[src/rtl/jtcontra_snd_romarb.sv]
// Sound ROM arbiter: shares one ROM port between the sound CPU and the ADPCM
// reader, each fronted by a one-byte cache entry (tag, data, valid).
module jtcontra_snd_romarb #(
  parameter logic [17:0] PCM_OFFSET = 18'h08000
) (
  input  logic        clk,
  input  logic        rst,
  input  logic        cpu_cs,
  input  logic [14:0] cpu_addr,
  output logic [7:0]  cpu_data,
  output logic        cpu_ok,
  input  logic        pcm_cs,
  input  logic [16:0] pcm_addr,
  output logic [7:0]  pcm_data,
  output logic        pcm_ok,
  output logic [17:0] rom_addr,
  output logic        rom_cs,
  input  logic [7:0]  rom_data,
  input  logic        rom_ok
);

  typedef enum logic [1:0] {
    IDLE  = 2'd0,
    ISSUE = 2'd1,
    WAIT  = 2'd2
  } state_t;

  state_t      state_q, state_d;
  logic        rom_cs_q, rom_cs_d;
  logic [17:0] rom_addr_q, rom_addr_d;
  logic [16:0] req_addr_q, req_addr_d;
  logic        gnt_pcm_q, gnt_pcm_d;
  logic        last_pcm_q, last_pcm_d;
  logic [14:0] cpu_tag_q, cpu_tag_d;
  logic [7:0]  cpu_data_q, cpu_data_d;
  logic        cpu_valid_q, cpu_valid_d;
  logic [16:0] pcm_tag_q, pcm_tag_d;
  logic [7:0]  pcm_data_q, pcm_data_d;
  logic        pcm_valid_q, pcm_valid_d;

  logic        cpu_hit_s, pcm_hit_s;
  logic        cpu_miss_s, pcm_miss_s;
  logic        pick_pcm_s;
  logic [17:0] pcm_rom_addr_s;

  assign cpu_hit_s      = cpu_valid_q && (cpu_tag_q == cpu_addr);
  assign pcm_hit_s      = pcm_valid_q && (pcm_tag_q == pcm_addr);
  assign cpu_ok         = cpu_cs && cpu_hit_s;
  assign pcm_ok         = pcm_cs && pcm_hit_s;
  assign cpu_miss_s     = cpu_cs && !cpu_hit_s;
  assign pcm_miss_s     = pcm_cs && !pcm_hit_s;
  assign pcm_rom_addr_s = PCM_OFFSET + {1'b0, pcm_addr};

  // On a tie the requester that lost the previous tie wins; a lone miss is
  // always granted and does not move the tie-break pointer.
  assign pick_pcm_s = pcm_miss_s && (!cpu_miss_s || !last_pcm_q);

  assign cpu_data = cpu_data_q;
  assign pcm_data = pcm_data_q;
  assign rom_addr = rom_addr_q;
  assign rom_cs   = rom_cs_q;

  // Next-state and cache-fill logic
  always_comb begin
    state_d     = state_q;
    rom_cs_d    = rom_cs_q;
    rom_addr_d  = rom_addr_q;
    req_addr_d  = req_addr_q;
    gnt_pcm_d   = gnt_pcm_q;
    last_pcm_d  = last_pcm_q;
    cpu_tag_d   = cpu_tag_q;
    cpu_data_d  = cpu_data_q;
    cpu_valid_d = cpu_valid_q;
    pcm_tag_d   = pcm_tag_q;
    pcm_data_d  = pcm_data_q;
    pcm_valid_d = pcm_valid_q;
    case (state_q)
      IDLE: begin
        if (cpu_miss_s || pcm_miss_s) begin
          gnt_pcm_d = pick_pcm_s;
          if (cpu_miss_s && pcm_miss_s) begin
            last_pcm_d = pick_pcm_s;
          end else begin
            last_pcm_d = last_pcm_q;
          end
          if (pick_pcm_s) begin
            rom_addr_d = pcm_rom_addr_s;
            req_addr_d = pcm_addr;
          end else begin
            rom_addr_d = {3'b000, cpu_addr};
            req_addr_d = {2'b00, cpu_addr};
          end
          rom_cs_d = 1'b1;
          state_d  = ISSUE;
        end else begin
          rom_cs_d = 1'b0;
          state_d  = IDLE;
        end
      end
      // rom_ok here still belongs to the previous access
      ISSUE: begin
        state_d = WAIT;
      end
      WAIT: begin
        if (rom_ok) begin
          if (gnt_pcm_q) begin
            pcm_tag_d   = req_addr_q;
            pcm_data_d  = rom_data;
            pcm_valid_d = 1'b1;
          end else begin
            cpu_tag_d   = req_addr_q[14:0];
            cpu_data_d  = rom_data;
            cpu_valid_d = 1'b1;
          end
          rom_cs_d = 1'b0;
          state_d  = IDLE;
        end else begin
          state_d = WAIT;
        end
      end
      default: begin
        rom_cs_d = 1'b0;
        state_d  = IDLE;
      end
    endcase
  end

  // State registers; reset points the tie-break at PCM so the CPU wins first
  always_ff @(posedge clk or posedge rst) begin
    if (rst) begin
      state_q     <= IDLE;
      rom_cs_q    <= 1'b0;
      rom_addr_q  <= 18'd0;
      req_addr_q  <= 17'd0;
      gnt_pcm_q   <= 1'b0;
      last_pcm_q  <= 1'b1;
      cpu_tag_q   <= 15'd0;
      cpu_data_q  <= 8'd0;
      cpu_valid_q <= 1'b0;
      pcm_tag_q   <= 17'd0;
      pcm_data_q  <= 8'd0;
      pcm_valid_q <= 1'b0;
    end else begin
      state_q     <= state_d;
      rom_cs_q    <= rom_cs_d;
      rom_addr_q  <= rom_addr_d;
      req_addr_q  <= req_addr_d;
      gnt_pcm_q   <= gnt_pcm_d;
      last_pcm_q  <= last_pcm_d;
      cpu_tag_q   <= cpu_tag_d;
      cpu_data_q  <= cpu_data_d;
      cpu_valid_q <= cpu_valid_d;
      pcm_tag_q   <= pcm_tag_d;
      pcm_data_q  <= pcm_data_d;
      pcm_valid_q <= pcm_valid_d;
    end
  end

endmodule

[config.mk]
export PLATFORM = sky130hd
export DESIGN_NAME = jtcontra_snd_romarb
export DESIGN_NICKNAME = d
export VERILOG_FILES = /design/src/rtl/jtcontra_snd_romarb.sv
export SDC_FILE = /design/constraint.sdc
export NUM_CORES = 1
export LEC_CHECK = 0
export ABC_AREA = 1
export BUFFER_PORTS_ARGS = -buffer_cell sky130_fd_sc_hd__buf_2
export CORE_ASPECT_RATIO = 0.7
export CORE_UTILIZATION = 45
export CTS_CLUSTER_SIZE = 12
export DETAILED_ROUTE_END_ITERATION = 8
export PLACE_DENSITY = 0.66
export SETUP_SLACK_MARGIN = 0.1
export SYNTH_ARGS = -nofsm -noshare
export SYNTH_HDL_FRONTEND = slang
export SYNTH_SLANG_ARGS = --single-unit
[constraint.sdc]
create_clock -name clk -period 2.7 [get_ports clk]
set_input_delay 0.135 -clock clk [delete_from_list [all_inputs] [get_ports clk]]
set_output_delay 0.135 -clock clk [all_outputs]
set_load 0.01 [all_outputs]
== Word-level counts from Yosys, hierarchy flattened ==
Cells that the tools add are included.

* Register bits: 90
* Bits of input ports: 45
* Output and inout bits: 37
* Logic and storage cells: 48

* $add $sub $neg: 1
* Eq/ne operators: 5
* Mux-type cells: 8
* Bitwise gates (word level): 2
* Reductions and logical operators: 20

{| class="wikitable"
|+ Operators by type and width
! kind !! count
|-
| adder 16 x 17 -> 18 bit, first input constant || 1
|-
| two-way mux 18 bit || 1
|-
| == test 17 bit || 1
|-
| two-way mux 17 bit || 1
|-
| == test 15 bit || 1
|-
| AND reduction 3 bit || 3
|-
| logical AND 1 bit || 8
|-
| case mux 2 bit (3 select lines) || 1
|-
| zero test 1 bit || 4
|-
| AND reduction 2 bit || 2
|-
| two-way mux 1 bit || 3
|-
| case mux 1 bit (3 select lines) || 1
|-
| == test 2 x 1 -> 1 bit, second input constant || 1
|-
| == test 2 bit, second input constant || 1
|-
| zero test 2 bit || 1
|-
| logical OR 1 bit || 2
|-
| two-way mux 2 bit || 1
|-
| inequality test 2 bit, second input constant || 1
|-
| inverter 1 bit || 2
|}

== Logic depth before layout (Yosys ltp) ==
Gate-level depths: netlist (run 1).

* Word-level depth: 8
* Gate-level depth with buffers: 13
* Gate-level depth less buffers: 12

== Worst setup path before layout (run 1) ==
Ideal clock, no wire load.

* Path kind: reg2reg
* From: register pcm_tag_q[3]
* To: register rom_addr_q[0], in the netlist rom_addr[0]
* Library setup time: 0.117 ns
* Arrival time: 1.310 ns
* Required time: 2.583 ns
* Slack: 1.272 ns
* Stages on the path, launching flop included: 12
* Buffers on the path: 1
* Clock period less this slack: 1.428 ns
* Cell sequence: dfrtp_1 > nand2_1 > nand2_1 > nor2_2 > nand3_2 > nor2_4 > nand2_2 > nand3_2 > nand2_4 > buf_4 > nand3_1 > nand2_1

* Cells in the longest elaborated chain, start to end: 6
* Elaborated cells between the ends (all ways): 8
* Those cells by class: 1 x eq/ne; 1 x mux; 6 x reduce/logical

{| class="wikitable"
|+ RTL lines
! item !! line !! RTL
|-
| start, declared || 37 || <nowiki>logic [16:0] pcm_tag_q, pcm_tag_d;</nowiki>
|-
| start signal, assigned || 153 || <nowiki>pcm_tag_q <= pcm_tag_d;</nowiki>
|-
| == test 17 bit * || 47 || <nowiki>assign pcm_hit_s = pcm_valid_q && (pcm_tag_q == pcm_addr);</nowiki>
|-
| logical AND 1 bit * || 47 ||
|-
| zero test 1 bit * || 51 || <nowiki>assign pcm_miss_s = pcm_cs && !pcm_hit_s;</nowiki>
|-
| logical AND 1 bit * || 51 ||
|-
| logical AND 1 bit / logical OR 1 bit (equally long branches) || 56, 79 ||
|-
| two-way mux 18 bit / AND reduction 2 bit (equally long branches) || - ||
|-
| end signal, assigned || 146 || <nowiki>rom_addr_q <= rom_addr_d;</nowiki>
|-
| end, declared || 30 || <nowiki>logic [17:0] rom_addr_q, rom_addr_d;</nowiki>
|}

Every way passes the cells marked *; elsewhere a longest branch is shown, timed or not.
A chain may end at the register's enable or synchronous reset.

== Final worst setup path (run 1) ==
* From: register pcm_tag_q[13]
* To: register rom_addr_q[4], in the netlist rom_addr[4]

Same word-level chain as after synthesis.

==> results.sh, run 1 <==
export IMPL_r2r_slack_ns=0.65
export IMPL_cts_buffers=9
export IMPL_path_delay_family="simple AND/OR/NAND/NOR gates"
export IMPL_wl_per_cell_um=13.52
export IMPL_rsz0062_at_grt="false"
export IMPL_critPathMaxFanout=24
export IMPL_skew_ns=0.007450
export IMPL_yosys_warnings=0
export IMPL_seq_area_sq_um=1878
export IMPL_end_kind="flip-flop"
export IMPL_fin_crit_sh=0.7595
export IMPL_antenna_found_initial=0
export IMPL_cts_resized=0
export IMPL_globalRouteTotalUtil=0.2283
export IMPL_placed_cell_area_sq_um=4207
export IMPL_ir_drop_mv=0.4713
export IMPL_sw_frac_of_total=0.3858
export IMPL_layoutNonFillerInstCount=675
export IMPL_rows=27
export IMPL_drive_gt1_frac=0.2038
export IMPL_cpMaxStageDelayCell="dfrtp_1"
export IMPL_syn_area_sq_um=3836
export IMPL_drtAntennaViolNets=0
export IMPL_dp_cells=658
export IMPL_grt_pass1_vias=3127
export IMPL_cts_root_buf="clkbuf_16"
export IMPL_clockBufferDepth=2
export IMPL_numPortBuffers=81
export IMPL_crit_buf_inv=1
export IMPL_finalSetupTns_ns=0
export IMPL_slew_viol_final=0
export IMPL_status="finished clean"
export IMPL_syn_num_nets=550
export IMPL_arrival_ns=2.32
export IMPL_cpMostUsedCell="nand2_1"
export IMPL_multi_input_area_sq_um=1429
export IMPL_power_mw=4.944
export IMPL_max_slew_margin=0.5982
export IMPL_internal_power_mw=3.037
export IMPL_first_pass_iters=4
export IMPL_clockPowerShare=0.251
export IMPL_grt_pass1_wl_um=15550
export IMPL_wl_um=9127
export IMPL_drt_iter0_drc=213
export IMPL_nFillCells=780
export IMPL_area_growth_pct=18.04
export IMPL_dp_hpwl_um=6495
export IMPL_core_area_sq_um=8074
export IMPL_die_w_um=112.4
export IMPL_slowest_delay_ns=0.39
export IMPL_criticalPathCategory="flip-flop to flip-flop"
export IMPL_avgSynthCellArea_sq_um=7.611
export IMPL_p_comb_frac=0.340
export IMPL_p_switching_mw=1.907
export IMPL_setup_violations=0
export IMPL_grt_max_degree=49
export IMPL_p_leak_nw=2.582
export IMPL_start_kind="flip-flop"
export IMPL_cp_data_required_time_ns=2.97
export IMPL_power_density_nw_per_um2=1092
export IMPL_synth_distinct_cells=27
export IMPL_via_per_inst=4.815
export IMPL_cap_violations=0
export IMPL_ys_seq_area_frac=0.4896
export IMPL_pin_count=82
export IMPL_num_antenna_cells=0
export IMPL_die_area_sq_um=8904
export IMPL_hold_class="input pin to flip-flop"
export IMPL_final_cell_area_sq_um=4528
export IMPL_drc=0
export IMPL_path_clk_slew_ns=0.06
export IMPL_ys_ff_latch=75
export IMPL_cts_tree="built"
export IMPL_period_minus_slack_ns=2.051
export IMPL_start_util=0.4751
export IMPL_syn_inst=504
export IMPL_max_slew_worst_pin_slew_ns=0.6018
export IMPL_grt_ovfl_total=0
export IMPL_seq_power_share=0.409
export IMPL_worstPathCellList="nand2_1 > nand2_1 > nor2_1 > nand3_1 > nor2_2 > nand2_2 > nand3_2 > nand2_4 > clkinv_2 > nand2_1 > nand2_1"
export IMPL_htreeDepth=3
export IMPL_layout_nets=615
export IMPL_timing_fmax_mhz=487.7
export IMPL_num_vias=3250
export IMPL_clk_latency_ns=0.34
export IMPL_die_height_um=79.25
export IMPL_gp_congestion=0.8362
export IMPL_cts_sinks=75
export IMPL_hold_violations=0
[worst register-to-register path: stages, from the launching register on]
cell and delay [ns]:
dfrtp_1 0.39, nand2_1 0.09, nand2_1 0.06, nor2_1 0.16, nand3_1 0.19, nor2_2 0.22
nand2_2 0.11, nand3_2 0.09, nand2_4 0.18, clkinv_2 0.33, nand2_1 0.10, nand2_1 0.08
[routing by layer]
layer | vias to the layer above | GRT usage | share of wire
met5 | - | 0 | 0
met4 | 0 | 0.05200 | 0.0070
met3 | 6 | 0.06489 | 0.062
met2 | 92 | 0.3416 | 0.43
met1 | 1504 | 0.3270 | 0.50
li1 | 1648 | - | -
[cells in the mapped netlist (all sizes together)]
| library cell | instances | share of area |
|---|---|---|
| a21o | 1 | 0.0020 |
| a21oi | 3 | 0.0069 |
| buf | 23 | 0.048 |
| clkbuf | 9 | 0.0088 |
| clkinv | 1 | 0.0013 |
| dfrtp | 74 | 0.48 |
| dfstp | 1 | 0.0069 |
| ha | 1 | 0.0033 |
| inv | 82 | 0.080 |
| mux2 | 2 | 0.0059 |
| nand2 | 179 | 0.18 |
| nand3 | 44 | 0.063 |
| nor2 | 24 | 0.027 |
| nor3 | 1 | 0.0013 |
| o21ai | 53 | 0.069 |
| xnor2 | 4 | 0.0091 |
| xor2 | 2 | 0.0046 |
[power groups by stage]
stage,logic [mW],registers [mW],clock network (mW)
after global placement,1.64,2.01,0
after detailed placement,1.70,2.02,0
after global routing,1.94,2.09,1.32
final,1.68,2.02,1.24
after floorplan,1.28,2.00,0
after CTS,1.70,2.02,1.27
[logic make-up (layout without fill, tap and decap cells)]
kind of cell,after synthesis,in the layout,share of synthesized area
AO/OA/AOI/OAI,57,57,0.07795
adder cells (fa/ha/maj),1,1,0.003261
multiplexers,2,2,0.005870
flip-flops,75,75,0.4896
buffers and inverters,115,185,0.1380
XOR/XNOR,6,6,0.01370
AND/OR/NAND/NOR,248,248,0.2717
[registers in the layout (all words and copies together) (netlist names)]
| register | cells |
|---|---|
| last_pcm_q | 1 |
| cpu_data | 8 |
| cpu_tag_q | 15 |
| cpu_valid_q | 1 |
| req_addr_q | 2 |
| rom_addr | 18 |
| pcm_data | 8 |
| gnt_pcm_q | 1 |
| pcm_valid_q | 1 |
| state_q | 2 |
| rom_cs | 1 |
| pcm_tag_q | 17 |
[per-stage QoR]
step                      hold slack, ns  setup WS [ns]  utilization
after global placement            0.2448         0.7944       0.5210
after global routing             0.07098         0.4638       0.5608
after detailed placement          0.2479         0.7230       0.5210
final                            0.06056         0.6494       0.5608
after CTS                        0.05231         0.6989       0.5608
after floorplan                   0.2758         0.6567            -
[worst paths after layout]
| kind | start | endpoint | depth (start not counted) |
|---|---|---|---|
| max | pcm_tag_q[13] | rom_addr[4] | 11 |
| min | rom_data[1] | pcm_data[1] | 3 |
| max reg2reg | pcm_tag_q[13] | rom_addr[4] | 11 |
| min reg2reg | pcm_valid_q | pcm_valid_q | 2 |
| max in group asynchronous | rst | last_pcm_q | 4 |
| min in group asynchronous | rst | cpu_data[6] | 3 |
[cell usage in the layout (no fill, tap or decap), drive strengths merged]
cell type / instances
nand2: 179
buf: 85
inv: 84
dfrtp: 74
o21ai: 53
nand3: 44
nor2: 24
clkbuf: 10
xnor2: 4
a21oi: 3
clkinv: 3
xor2: 2
mux2: 2
nor3: 1
a21o: 1
ha: 1
clkinvlp: 1
bufinv: 1
dlygate4sd3: 1
dfstp: 1
[what timing repair did]
item,4_1_cts,5_1_grt
buffers inserted,0,0
hold endpoints to repair,27,0
hold buffers,1,0
[layout make-up]
cell class | count | area share
well taps | 101 | 0.02791
inverters | 83 | 0.06908
clock inverters | 6 | 0.01603
clock buffers | 10 | 0.05278
flip-flops and latches | 75 | 0.4148
repair buffers | 86 | 0.1039
multi-input cells | 314 | 0.3156
No activity file was read; power rests on OpenSTA's default activity.
==> run 2, diff against run 1 <==
ABC_AREA = 0   (was 1)
PLACE_DENSITY = 0.67   (was 0.66)
clock period = 1.94 ns   (was 2.7 ns; I/O delays follow)
==> run 2 against run 1 <==
Effect of this change:
- the run now ends with negative setup slack left
- largest cell class unchanged
- clock power rose by 19%
- cell count down 29%
- via count down 23%
- critical path depth fell by 5
- setup slack worse by 0.83 ns
- die area fell by 9.6%
- clock-buffer cell count unchanged
- utilization increased by 6.3 points
- synthesized cell count is 47% lower
- maximum frequency shrank 3.3%
==> results.sh, run 2 <==
export IMPL_status="finished with violations"
export IMPL_violations="negative setup slack"
export IMPL_muxShareOfSynthArea=0.1527
export IMPL_core_area_sq_um=7352
export IMPL_synthTopCellsByArea="dfrtp_1 54%, mux2_2 15%, o221a_1 4.6%, xnor2_1 4.3%, xor2_1 4.1%"
export IMPL_ir_drop_mv=0.8364
export IMPL_num_antenna_cells=0
export IMPL_p_comb_frac=0.401
export IMPL_grt_max_degree=76
export IMPL_num_vias=2493
export IMPL_drc=0
export IMPL_synthAdderAreaFrac=0.003618
export IMPL_yosysTopAreaCell="dfrtp_1"
export IMPL_area_growth_pct=32.67
export IMPL_nFillCells=612
export IMPL_synthXorXnorAreaFrac=0.08357
export IMPL_largest_reg_flops=18
export IMPL_avgSynthCellArea_sq_um=13.05
export IMPL_slew_viol_final=0
export IMPL_clockBufferDepth=2
export IMPL_power_density_nw_per_um2=1593
export IMPL_yosys_warnings=0
export IMPL_wl_um=8431
export IMPL_synth_compound_area_share=0.07742
export IMPL_ys_async_sr_fraction=1.000
export IMPL_cap_violations=0
export IMPL_syn_num_nets=311
export IMPL_seq_power_share=0.398
export IMPL_critPathMaxFanout=5
export IMPL_synth_distinct_cells=32
export IMPL_setup_ws_ns=-0.1812
export IMPL_synth_common_cells="74 x dfrtp_1, 46 x mux2_2, 17 x xnor2_1, 16 x xor2_1"
export IMPL_rsz0062_at_grt="true"
export IMPL_yosys_area_share_simple=0.07670
export IMPL_htreeDepth=3
export IMPL_ys_flop_type="dfrtp_1"
export IMPL_pin_count=82
export IMPL_pre_cts_slack_ns=-0.2638
export IMPL_cts_buffers=9
export IMPL_die_height_um=75.35
export IMPL_synth_most_common_cell="dfrtp_1"
export IMPL_grt_ovfl_total=0
export IMPL_cp_data_required_time_ns=2.17
export IMPL_placed_cell_area_sq_um=4013
export IMPL_internal_power_mw=4.842
export IMPL_ys_seq_area_frac=0.5431
export IMPL_clk_latency_ns=0.35
export IMPL_dp_hpwl_um=5598
export IMPL_period_minus_slack_ns=2.121
export IMPL_p_switching_mw=2.468
export IMPL_setup_violations=22
export IMPL_via_per_inst=5.237
export IMPL_numPortBuffers=81
export IMPL_drtAntennaViolNets=0
export IMPL_cts_root_buf="clkbuf_8"
export IMPL_synth_edf_count=0
export IMPL_drt_iter0_drc=122
export IMPL_final_cell_area_sq_um=4588
export IMPL_max_slew_margin=0.7343
export IMPL_syn_area_sq_um=3458
export IMPL_cts_tree="built"
export IMPL_hold_violations=0
export IMPL_rows=26
export IMPL_drive_gt1_frac=0.5291
export IMPL_ys_ff_latch=75
export IMPL_wl_per_cell_um=17.71
export IMPL_cts_sinks=75
export IMPL_grt_pass1_vias=2479
export IMPL_clockPowerShare=0.202
export IMPL_start_util=0.4704
export IMPL_end_kind="flip-flop"
export IMPL_die_w_um=106.8
export IMPL_synth_top_family_by_area="multiplexers"
export IMPL_fin_crit_sh=1.093
export IMPL_hold_class="input pin to flip-flop"
export IMPL_syn_inst=265
export IMPL_globalRouteTotalUtil=0.2259
export IMPL_first_pass_iters=4
export IMPL_gp_congestion=0.7970
export IMPL_layout_nets=419
export IMPL_synth_top_area_share=0.5355
export IMPL_die_area_sq_um=8045
export IMPL_start_kind="flip-flop"
export IMPL_grt_pass1_wl_um=13010
export IMPL_timing_fmax_mhz=471.4
export IMPL_criticalPathCategory="flip-flop to flip-flop"
export IMPL_skew_ns=0.009686
export IMPL_arrival_ns=2.35
export IMPL_path_clk_slew_ns=0.08
export IMPL_max_slew_worst_pin_slew_ns=0.3985
export IMPL_sw_frac_of_total=0.3376
export IMPL_antenna_found_initial=0
export IMPL_layout_common_cells="81 x buf_2, 74 x dfrtp_1, 46 x mux2_2"
export IMPL_layout_commonest_cell="buf_2"
export IMPL_p_leak_nw=2.047
run 2: cell count changes after synthesis, sizes merged, moves of 4 or more:
| cell | change |
|---|---|
| xnor2 | +13 |
| nand2 | -176 |
| nand3b | +15 |
| o22ai | +5 |
| nand4 | +4 |
| nor4 | +4 |
| nand3 | -42 |
| buf | -6 |
| inv | -69 |
| o21ai | -49 |
| mux2 | +44 |
| xor2 | +14 |
| o221a | +15 |
| nor2 | -20 |
run 2: power groups by stage:
| stage | Clock [mW] | Combinational [mW] | Sequential, mW |
|---|---|---|---|
| 2_1_floorplan | 0 | 1.78 | 2.88 |
| 3_3_place_gp | 0 | 2.50 | 2.87 |
| 3_5_place_dp | 0 | 2.55 | 2.91 |
| 4_1_cts | 1.51 | 2.84 | 2.89 |
| 5_1_grt | 1.57 | 3.16 | 2.99 |
| 6_report | 1.47 | 2.93 | 2.91 |
run 2: cells by family (layout without fill, tap and decap cells):
logic type | count (synthesis) | after routing
AOI/OAI and AO/OA | 28 | 28
xor gates and xnor gates | 33 | 33
adders and majority gates | 1 | 1
muxes | 47 | 47
buffers and inverters | 39 | 150
and+or+nand+nor | 42 | 44
DFF | 75 | 75
run 2: critical path, cell delays in order, from the launching register on:
cell,delay (ns)
dfrtp_1,0.41
xnor2_2,0.15
nand4_1,0.21
o41ai_4,0.44
nor2_2,0.10
or3_4,0.45
o221a_1,0.25
run 2: worst paths after layout:
kind / start / end / slack, ns / cells after the start
max in group asynchronous: rst / last_pcm_q / 1.20 / 4
hold reg to reg: pcm_valid_q / pcm_valid_q / 0.48 / 1
setup reg to reg: cpu_tag_q[12] / rom_addr[0] / -0.18 / 6
hold / removal: pcm_addr[12] / rom_addr[12] / 0.04 / 2
setup / recovery: cpu_tag_q[12] / rom_addr[0] / -0.18 / 6
min in group asynchronous: rst / pcm_tag_q[8] / 0.40 / 4
run 2: cell type report:
class	count	area (sq um)	area share
Clock buffer	10	137.6	0.03000
Clock inverter	6	112.6	0.02454
Inverter	13	52.55	0.01145
Multi-Input combinational cell	153	1505	0.3281
Sequential cell	75	1878	0.4093
Tap cell	98	122.6	0.02672
Timing Repair Buffer	121	779.5	0.1699
run 2: timing repair:
| item | CTS | global route |
|---|---|---|
| gates cloned | 4 | 0 |
| endpoints found under the setup margin | 25 | 26 |
| hold buffers | 9 | 0 |
| pin swaps | 19 | 7 |
| endpoints found under the hold margin | 90 | 0 |
| setup buffers | 7 | 2 |
| gates resized for setup | 24 | 7 |
run 2: metrics by stage:
| stage | setup TNS [ns] | std cells | util | hold WS, ns | power [mW] |
|---|---|---|---|---|---|
| final | -2.564 | 476 | 0.6241 | 0.03915 | 7.310 |
| after global routing | -4.528 | 476 | 0.6241 | 0.03776 | 7.727 |
| after global placement | -4.014 | 439 | 0.5458 | 0.2379 | 5.373 |
| after CTS | -2.320 | 474 | 0.6164 | 0.02100 | 7.248 |
| after detailed placement | -5.008 | 439 | 0.5458 | 0.2400 | 5.463 |
| after floorplan | -0.01384 | 265 | - | 0.1861 | 4.658 |
run 2: layer usage:
metal  GRT usage  share of wire
met1      0.3161           0.47
met2      0.3391           0.43
met3     0.07956          0.080
met4     0.05936          0.011
met5           0              0
